File: config.mk
export PLATFORM = sky130hd
export DESIGN_NAME = dual_dac_attenuator
export DESIGN_NICKNAME = d
export VERILOG_FILES = /design/src/rtl/dual_dac_attenuator.sv
export SDC_FILE = /design/constraint.sdc
export NUM_CORES = 1
export LEC_CHECK = 0
export CORE_ASPECT_RATIO = 1.1
export CORE_MARGIN = 4
export CORE_UTILIZATION = 45
export CTS_CLUSTER_SIZE = 16
export DETAILED_ROUTE_END_ITERATION = 12
export PLACE_DENSITY = 0.7
export SYNTH_ARGS = -nofsm -noshare
export SYNTH_HDL_FRONTEND = slang
export SYNTH_SLANG_ARGS = --single-unit
File: constraint.sdc
create_clock -name clk30 -period 9.4 [get_ports clk30]
set_input_delay 0.94 -clock clk30 [delete_from_list [all_inputs] [get_ports clk30]]
set_output_delay 0.94 -clock clk30 [all_outputs]
set_load 0.01 [all_outputs]
File: src/rtl/dual_dac_attenuator.sv
// Serially loaded dual 8-bit DAC attenuator: scales and mixes a 16-bit stereo stream.
// Optional feature macro: ATTEN_CROSSMIX_EN enables the L->R / R->L cross-mix gains.
module dual_dac_attenuator (
    input  logic               clk30,
    input  logic               reset,
    input  logic               datadac,
    input  logic               clkdac,
    input  logic               csdac1n,
    input  logic               csdac2n,
    input  logic signed [15:0] audio_left_in,
    input  logic signed [15:0] audio_right_in,
    output logic signed [15:0] audio_left_out,
    output logic signed [15:0] audio_right_out
);

    localparam int unsigned DW = 16;
    localparam int unsigned GW = 8;
    localparam int unsigned CW = 5;
    localparam logic [CW-1:0] FULL    = CW'(16);
    localparam logic [GW-1:0] UNITY   = 8'hFF;

    logic          clkdac_q;
    logic [1:0]    csn_q;
    logic [1:0]    csn_c;
    logic          clk_rise_c;
    logic [1:0]    cs_rise_c;
    logic [DW-1:0] sr_q  [2];
    logic [CW-1:0] cnt_q [2];
    logic [GW-1:0] g_ll_q, g_rr_q, g_rl_c, g_lr_c;

    assign csn_c      = {csdac2n, csdac1n};
    assign clk_rise_c = clkdac & ~clkdac_q;
    assign cs_rise_c  = csn_c & ~csn_q;

    // Edge-detect history for the serial clock and the chip selects.
    always_ff @(posedge clk30) begin
        if (reset) begin
            clkdac_q <= 1'b0;
            csn_q    <= 2'b11;
        end else begin
            clkdac_q <= clkdac;
            csn_q    <= csn_c;
        end
    end

    // Per-chip shift register and saturating bit counter.
    always_ff @(posedge clk30) begin
        if (reset) begin
            for (int i = 0; i < 2; i++) begin
                sr_q[i]  <= '0;
                cnt_q[i] <= '0;
            end
        end else begin
            for (int i = 0; i < 2; i++) begin
                if (cs_rise_c[i]) begin
                    cnt_q[i] <= '0;
                end else if (!csn_c[i] && clk_rise_c) begin
                    sr_q[i] <= {sr_q[i][DW-2:0], datadac};
                    if (cnt_q[i] != FULL) cnt_q[i] <= cnt_q[i] + CW'(1);
                end
            end
        end
    end

    // Direct-path gains latch on select deassert only when a full frame was seen.
    always_ff @(posedge clk30) begin
        if (reset) begin
            g_ll_q <= UNITY;
            g_rr_q <= UNITY;
        end else begin
            if (cs_rise_c[0] && cnt_q[0] >= FULL) g_ll_q <= sr_q[0][DW-1:GW];
            if (cs_rise_c[1] && cnt_q[1] >= FULL) g_rr_q <= sr_q[1][DW-1:GW];
        end
    end

`ifdef ATTEN_CROSSMIX_EN
    logic [GW-1:0] g_rl_q, g_lr_q;

    always_ff @(posedge clk30) begin
        if (reset) begin
            g_rl_q <= '0;
            g_lr_q <= '0;
        end else begin
            if (cs_rise_c[0] && cnt_q[0] >= FULL) g_rl_q <= sr_q[0][GW-1:0];
            if (cs_rise_c[1] && cnt_q[1] >= FULL) g_lr_q <= sr_q[1][GW-1:0];
        end
    end

    assign g_rl_c = g_rl_q;
    assign g_lr_c = g_lr_q;
`else
    assign g_rl_c = '0;
    assign g_lr_c = '0;
`endif

    // Full-scale code passes the sample untouched; otherwise floor((s*g)/256).
    function automatic logic signed [15:0] scale(input logic signed [15:0] s,
                                                 input logic [7:0] g);
        logic signed [23:0] p;
        p = 24'(s) * 24'($signed({1'b0, g}));
        if (g == UNITY) return s;
        return $signed(p[23:8]);
    endfunction

    function automatic logic signed [15:0] sat16(input logic signed [16:0] v);
        if (v[16] != v[15]) return v[16] ? 16'sh8000 : 16'sh7FFF;
        return $signed(v[15:0]);
    endfunction

    logic signed [15:0] s_ll_q, s_rl_q, s_rr_q, s_lr_q;
    logic signed [16:0] sum_l_c, sum_r_c;

    assign sum_l_c = 17'(s_ll_q) + 17'(s_rl_q);
    assign sum_r_c = 17'(s_rr_q) + 17'(s_lr_q);

    // Two-stage pipeline: scaled products, then saturated sums.
    always_ff @(posedge clk30) begin
        if (reset) begin
            s_ll_q          <= '0;
            s_rl_q          <= '0;
            s_rr_q          <= '0;
            s_lr_q          <= '0;
            audio_left_out  <= '0;
            audio_right_out <= '0;
        end else begin
            s_ll_q          <= scale(audio_left_in,  g_ll_q);
            s_rl_q          <= scale(audio_right_in, g_rl_c);
            s_rr_q          <= scale(audio_right_in, g_rr_q);
            s_lr_q          <= scale(audio_left_in,  g_lr_c);
            audio_left_out  <= sat16(sum_l_c);
            audio_right_out <= sat16(sum_r_c);
        end
    end

endmodule

== After elaboration in Yosys (flattened, before gate mapping) ==
Memory sizes are Yosys's and may differ from the RTL's.
Cells that the tools add are included.

* Register bits after elaboration: 83
* Memory bits (writable): 42
* Input bits: 38
* Memories kept: 2
* Output and inout bits: 32
* Logic and storage cells: 79

{| class="wikitable"
|+ Memory list
! name !! depth !! bits a word !! read ports !! clocked after Yosys merged registers in !! write ports !! line !! source
|-
| sr_q || 2 || 16 || 2 || 0 || 2 || 27 || <nowiki>logic [DW-1:0] sr_q [2];</nowiki>
|-
| cnt_q || 2 || 5 || 2 || 0 || 2 || 28 || <nowiki>logic [CW-1:0] cnt_q [2];</nowiki>
|}

* Magnitude comparators: 2
* Reduce and logical (&&, ||, !) cells: 6
* $mul: 2
* Bitwise gates (word level): 10
* Add/sub/neg operators: 2
* Mux-type cells: 43
* Equality and inequality tests: 4

{| class="wikitable"
|+ Operators by type and width
! kind !! count
|-
| $mux W16 || 8
|-
| $mul A16 B9 Y24 || 2
|-
| $mux W1 || 31
|-
| $mux W5 || 4
|-
| $eq A8 B8 Y1 const B || 2
|-
| $add A5 B1 Y5 const B || 2
|-
| $ge A5 B5 Y1 const B || 2
|-
| $ne A5 B5 Y1 const B || 2
|-
| $or A1 B1 Y1 || 6
|-
| $logic_and A1 B1 Y1 || 4
|-
| $and A2 B2 Y2 || 1
|-
| $logic_not A1 Y1 || 2
|-
| $not A2 Y2 || 1
|-
| $and A1 B1 Y1 || 1
|-
| $not A1 Y1 || 1
|}

== Logic depth before layout (Yosys ltp) ==
Gate-level depths: netlist of run 1.

* Depth after elaboration: 8
* Gate-level depth with buffers: 19
* Depth with buffers taken out: 18

== Worst setup path before layout of run 1 ==
OpenSTA, ideal clock, no wires.

* Kind: in2reg
* Start point: in audio_right_in[15]
* End point: reg s_rr_q[14]
* Setup slack: 4167 ps
* Library setup time: 73 ps
* Stages on the path: 17
* Path buffers: 1
* Data arrival time: 5160 ps
* Data required time: 9327 ps
* Cells stage by stage: clkbuf_1 -> nand2_1 -> fa_1 -> fa_1 -> inv_1 -> fa_1 -> inv_1 -> fa_1 -> inv_1 -> ha_1 -> nand4_1 -> nor2_1 -> a211oi_1 -> o41a_4 -> o21ai_4 -> a2111o_2 -> o211ai_2

* Word-level cells in the longest chain between the ends: 2

{| class="wikitable"
|+ RTL lines
! element !! line !! source
|-
| start, declared || 11 || <nowiki>input logic signed [15:0] audio_right_in,</nowiki>
|-
| $mul A16 B9 Y24 || 100 || <nowiki>p = 24'(s) * 24'($signed({1'b0, g}));</nowiki>
|-
| $mux W16 || 102 || <nowiki>return $signed(p[23:8]);</nowiki>
|-
| end signal, assigned || 128 || <nowiki>s_rr_q <= scale(audio_right_in, g_rr_q);</nowiki>
|-
| end, declared || 110 || <nowiki>logic signed [15:0] s_ll_q, s_rl_q, s_rr_q, s_lr_q;</nowiki>
|}

No other way between the ends.
A chain may end at the register's enable or synchronous reset.

== Worst setup path in the final report of run 1 ==
Same ends and word-level chain as after synthesis.

==> results of run 1 <==
power by group through the flow:
stage | sequential (mW) | combinational [mW] | clock, mW
after detailed placement | 0.725 | 3.75 | 0
after floorplan | 0.715 | 2.97 | 0
final | 0.716 | 3.76 | 0.672
after CTS | 0.716 | 3.77 | 0.681
after global placement | 0.726 | 3.66 | 0
after global routing | 0.726 | 4.27 | 0.711
per-stage QoR:
stage	utilization	instance area (µm²)	hold slack, ps	cells	worst slack (ps)
finish	0.511	14700	433	1852	3770
global route	0.511	14700	456	1852	3550
CTS	0.511	14700	435	1852	3800
detailed placement	0.490	14100	420	1820	3370
global placement	0.490	14100	417	1820	3450
floorplan	-	13200	414	1447	4170
path summary, 6_finish.rpt:
check / slack (ps) / depth (start not counted) / to
max: 3770 / 17 / s_rr_q[14]$_SDFF_PP0_
min: 430 / 1 / audio_left_out[2]$_SDFF_PP0_
max reg2reg: 4080 / 16 / s_rr_q[14]$_SDFF_PP0_
min reg2reg: 430 / 1 / audio_left_out[2]$_SDFF_PP0_
metal layers:
metal / GRT usage / part of all wire / vias to the layer above
met5: 0 / 0 / -
met4: 0.0290 / 0.0090 / 0
li1: - / - / 4461
met2: 0.315 / 0.50 / 182
met3: 0.0304 / 0.043 / 27
met1: 0.247 / 0.45 / 4743
flip-flops by register name (all words and copies together) (netlist names):
signal / count
g_rr_q: 8
csn_q: 2
sr_q: 32
clkdac_q: 1
cnt_q: 10
g_ll_q: 8
s_ll_q: 16
s_rr_q: 16
audio_right_out: 16
audio_left_out: 16
worst max-delay path: stages:
cell and delay (ps):
clkdlybuf4s50_1 690, nand2_1 200, fa_1 690, fa_1 540, inv_1 50, fa_1 530
inv_1 50, fa_1 470, inv_1 40, ha_1 370, nand4_1 170, nor2_1 60
a211oi_1 270, o41a_4 250, o21ai_4 70, a2111o_2 490, o211ai_2 70
cell usage in the layout, fill, tap and decap left out, types with 10 or more instances in the layout:
cell type / instances
ha_1: 90
inv_1: 289
dfxtp_1: 83
nand2_1: 224
a21o_1: 16
edfxtp_1: 42
nand3_1: 41
fa_1: 198
xor2_1: 10
nor2b_1: 40
a21oi_1: 36
clkdlybuf4s50_1: 68
and2_1: 145
nor2_1: 32
clkbuf_16: 17
xnor2_1: 25
cell families after synthesis:
kind of cell	Yosys count	synth area share
AND/OR/NAND/NOR	524	0.199
buffers and inverters	360	0.103
XOR/XNOR	35	0.0232
AO/OA/AOI/OAI	114	0.0662
adder cells (fa/ha/maj)	288	0.386
multiplexers	1	0.000759
flip-flops	125	0.222
cell type report:
cell class	instances	area, µm²	share of cell area
multi-input combinational	962	8910	0.605
sequential	125	2920	0.199
clock inverter	15	186	0.0127
tap	368	460	0.0313
inverter	289	1080	0.0737
timing repair buffer	76	738	0.0501
clock buffer	17	425	0.0289
==> out/metrics.csv, run 1 <==
metric,value,unit
cts_setup_buffers,0,
power.internal,2.74,mW
via_per_inst,5.08,
start_util,0.458,
cp.arrival,5970,ps
synth-seq-cells,125,
slew_violations,0,
p_leak,7.23,nW
p_clk_frac,0.131,
critPathKind,in2reg,
antenna_cells,0,
path_max_fanout,9,
relSlewSlack,0.429,
hold_path_class,reg2reg,
synth_enable_flop_cells,42,
syn_nets,1773,
drtAntennaViolNets,0,
finClkSkew,14.5,ps
synth_seq_area_share,0.222,
setup_violations,0,
cts_tree,done,
insertion_delay,410,ps
status,"finished, final reports clean",
rsz0062_at_grt,no,
cts_sinks,125,
routedWlPerCell,15.2,µm
ys_warn_count,0,
fill_cells,2655,
yosysMostFrequentCell,inv_1,
post_cts_resized,0,
synth_top_area_share,0.301,
routabilityCongestion,0.833,
area_delta_synth_final,11.7,%
dieArea,32100,µm²
syn_area,13200,µm²
synth-main-ff-cell,dfxtp_1,
cts.reportedPaths.clkPinSlew,60,ps
track_usage,0.183,
reg2reg_from,g_rr_q[0]$_SDFFE_PP1P_,
dp_hpwl,21.6,mm
firstDrtPassIters,5,
cts_root_buf,clkbuf_16,
net-switching-power,2.41,mW
yosysUniqueCellTypes,63,
combPwrFrac,0.730,
drcViolationCount,0,
hold_buffers,0,
irDropWorstVdd,0.000258,V
layout_min_cycle_time,5630,ps
syn_inst,1447,
critPathRequiredTime,9740,ps
swShare,0.468,
htree_levels,4,
vias,9413,
seq_power_share,0.139,
grt_overflow_total,0,
drv_cap,0,
crit_path_end_kind,flop,
hold_violations,0,
port-buffer-count,69,
grt_pass1_wl,48.2,mm
numCtsBuffers,17,
min-delay-start,s_ll_q[2]$_SDFF_PP0_,
ios,70,
ys_top_cells_by_area,"fa_1 30%, dfxtp_1 13%, edfxtp_1 9.6%",
finalSetupTns,0,ps
std_cell_rows,65,
die_h,188,µm
fmax,0.178,GHz
drive_above_1_share,0.0425,
fin_nets,1797,
postSynthAreaPerCell,9.11,µm²
start_kind,input port,
async_flop_share,0,
core_area,28800,µm²
powerDensity,350,nW/µm²
cts_max_path_buffers,2,
drt-total-wl,28.1,mm
yosys-top-cells-count,"289 x inv_1, 224 x nand2_1, 198 x fa_1",
drt_iter0_drc,476,
grt_max_degree,72,
antenna_found_initial,0,
grt_pass1_vias,10100,
tightest_slew,855,ps
setup.worst_path.start,audio_right_in[15],
synth.largest_area_cell,fa_1,
die_w,171,µm
period_share,0.599,
p_total,5.15,mW
Power figures use the tool's default switching activity.
==> inputs of run 2 (changes only) <==
PLACE_DENSITY = 0.72   (was 0.7)
clock period = 4.55 ns   (was 9.4 ns; I/O delays follow)
==> out/metrics.csv, run 2 (same netlist as run 1, synthesis figures left out) <==
metric,value,unit,change
drv_cap,0,,unchanged
fill_cells,2462,,was 2655
cp.arrival,4860,ps,was 5970 ps
power.internal,7.67,mW,was 2.74 mW
grt_pass1_wl,50.8,mm,was 48.2 mm
setup_violations,0,,unchanged
grt_overflow_total,0,,unchanged
cts_sinks,125,,unchanged
period_share,0.995,,
reg2reg_from,g_rr_q[5]$_SDFFE_PP1P_,,was g_rr_q[0]$_SDFFE_PP1P_
tightest_slew,798,ps,was 855 ps
hold_path_class,in2reg,,was reg2reg
setup.worst_path.start,g_rr_q[5]$_SDFFE_PP1P_,,was audio_right_in[15]
status,"finished, final reports clean",,unchanged
ios,70,,unchanged
r2r_setup_slack,20,ps,was 4080 ps
placedCellCount,1986,,was 1820
largest_reg_flops,32,,unchanged
cts_max_path_buffers,2,,unchanged
die_w,171,µm,unchanged
antenna_cells,0,,unchanged
crit_path_end_kind,flop,,unchanged
seq_power_share,0.106,,was 0.139
r2r_cells,17,,was 16
dp_hpwl,24.0,mm,was 21.6 mm
r2r_end,s_rr_q[14]$_SDFF_PP0_,,unchanged
dieArea,32100,µm²,unchanged
relSlewSlack,0.465,,was 0.429
core_area,28800,µm²,unchanged
insertion_delay,410,ps,about the same
final_core_util,0.578,,was 0.511
layout.cells.most_common,inv_1,,unchanged
htree_levels,4,,unchanged
hold_depth,3,,was 1
start_kind,flop,,was input port
fin_nets,1983,,was 1797
irDropWorstVdd,0.000602,V,was 0.000258 V
routabilityCongestion,0.881,,was 0.833
drt_iter0_drc,524,,was 476
hold_violations,0,,unchanged
critPathKind,reg2reg,,was in2reg
track_usage,0.191,,was 0.183
drcViolationCount,0,,unchanged
net-switching-power,6.02,mW,was 2.41 mW
finClkSkew,10.2,ps,was 14.5 ps
cts.reportedPaths.clkPinSlew,60,ps,about the same
p_clk_frac,0.102,,was 0.131
drtAntennaViolNets,0,,unchanged
critPathRequiredTime,4880,ps,was 9740 ps
cts_root_buf,clkbuf_16,,unchanged
vias,10200,,was 9413
area_delta_synth_final,26.1,%,was 11.7%
seq_area,2960,µm²,was 2920 µm²
via_per_inst,5.00,,was 5.08
layout_min_cycle_time,4530,ps,
swShare,0.440,,was 0.468
hold_buffers,0,,unchanged
multi_input_area,9350,µm²,was 8910 µm²
powerDensity,823,nW/µm²,was 350 nW/µm²
p_total,13.7,mW,was 5.15 mW
cts_tree,done,,unchanged
grt_max_degree,71,,was 72
crit_end,s_rr_q[14]$_SDFF_PP0_,,unchanged
combPwrFrac,0.792,,was 0.730
die_h,188,µm,unchanged
timing.hold.ws,411,ps,was 433 ps
fmax,0.221,GHz,
numCtsBuffers,17,,unchanged
drive_above_1_share,0.206,,was 0.0425
start_util,0.458,,unchanged
mostFrequentLayoutCells,"277 x inv_1, 207 x nand2_1, 191 x fa_1",,"was 289 x inv_1, 224 x nand2_1, 198 x fa_1"
p_leak,8.20,nW,was 7.23 nW
top_register,sr_q,,unchanged
layoutNonFillerInstCount,2038,,was 1852
path_max_fanout,7,,was 9
slew_violations,0,,unchanged
firstDrtPassIters,4,,was 5
drt-total-wl,30.9,mm,was 28.1 mm
grt_pass1_vias,10900,,was 10100
port-buffer-count,69,,unchanged
routedWlPerCell,15.2,µm,about the same
std_cell_rows,65,,unchanged
antenna_found_initial,2,,was 0
rsz0062_at_grt,yes,,was no
==> run 2: cell types whose count changed in the layout (fill, tap and decap cells not counted), sizes merged <==
cell,before,now
clkdlybuf4s15,0,3
clkinvlp,2,3
bufinv,3,4
inv,294,290
clkbuf,17,28
dlymetal6s2s,0,3
buf,8,194
dlygate4sd2,0,12
clkdlybuf4s50,68,41
==> run 2: per-layer routing <==
layer | vias up | wire, µm | GRT usage
met4 | 4 | 570 | 0.0509
met5 | - | 26 | 0
li1 | 4836 | - | -
met2 | 213 | 15800 | 0.334
met3 | 54 | 1220 | 0.0270
met1 | 5086 | 13300 | 0.248
==> run 2: how the worst min path moves through the flow <==
stage	startpoint	endpoint	slack, ps
6_report	audio_right_in[4]	s_rr_q[4]$_SDFF_PP0_	410
5_1_grt	audio_right_in[4]	s_rr_q[4]$_SDFF_PP0_	430
4_1_cts	s_rr_q[0]$_SDFF_PP0_	audio_right_out[0]$_SDFF_PP0_	440
3_5_place_dp	s_rr_q[0]$_SDFF_PP0_	audio_right_out[0]$_SDFF_PP0_	420
3_3_place_gp	s_ll_q[9]$_SDFF_PP0_	audio_left_out[9]$_SDFF_PP0_	420
2_1_floorplan	s_ll_q[0]$_SDFF_PP0_	audio_left_out[0]$_SDFF_PP0_	410
==> run 2: cell type report <==
type	instances	area share
Multi-Input combinational cell	962	0.562
Inverter	289	0.0652
Timing Repair Buffer	262	0.130
Clock buffer	19	0.0260
Tap cell	368	0.0277
Clock inverter	13	0.0104
Sequential cell	125	0.178
==> run 2: power groups by stage <==
| stage | clock (mW) | combinational [mW] | sequential (mW) |
|---|---|---|---|
| finish | 1.40 | 10.8 | 1.46 |
| floorplan | 0 | 6.23 | 1.48 |
| global placement | 0 | 9.09 | 1.48 |
| global route | 1.47 | 12.1 | 1.48 |
| detailed placement | 0 | 9.38 | 1.48 |
| CTS | 1.41 | 9.55 | 1.46 |
==> run 2: worst max-delay path, stage by stage (launching register included) <==
cell and delay (ps):
dfxtp_4 390, buf_4 150, and2_1 150, fa_2 400
fa_1 520, inv_2 40, fa_1 530, inv_1 50
fa_1 430, ha_1 330, o21ai_2 90, a21oi_4 180
a41oi_4 160, o41a_4 500, o21ai_4 190, buf_6 130
a21oi_2 50, o211ai_2 140
==> run 2: stage by stage <==
| stage | worst slack (ps) | cell area [µm²] | TNS [ps] |
|---|---|---|---|
| after global routing | -144 | 16600 | -934 |
| after CTS | 1.64 | 16100 | 0 |
| after floorplan | 1.21 | 13300 | 0 |
| final | 22.8 | 16600 | 0 |
| after detailed placement | -867 | 15400 | -16720 |
| after global placement | -751 | 15400 | -13910 |
==> run 2: what timing repair did <==
| item | 4_1_cts | 5_1_grt |
|---|---|---|
| setup buffers | 1 | 21 |
| pin swaps | 5 | 66 |
| resized for setup | 54 | 136 |
| setup endpoints to repair | 25 | 23 |
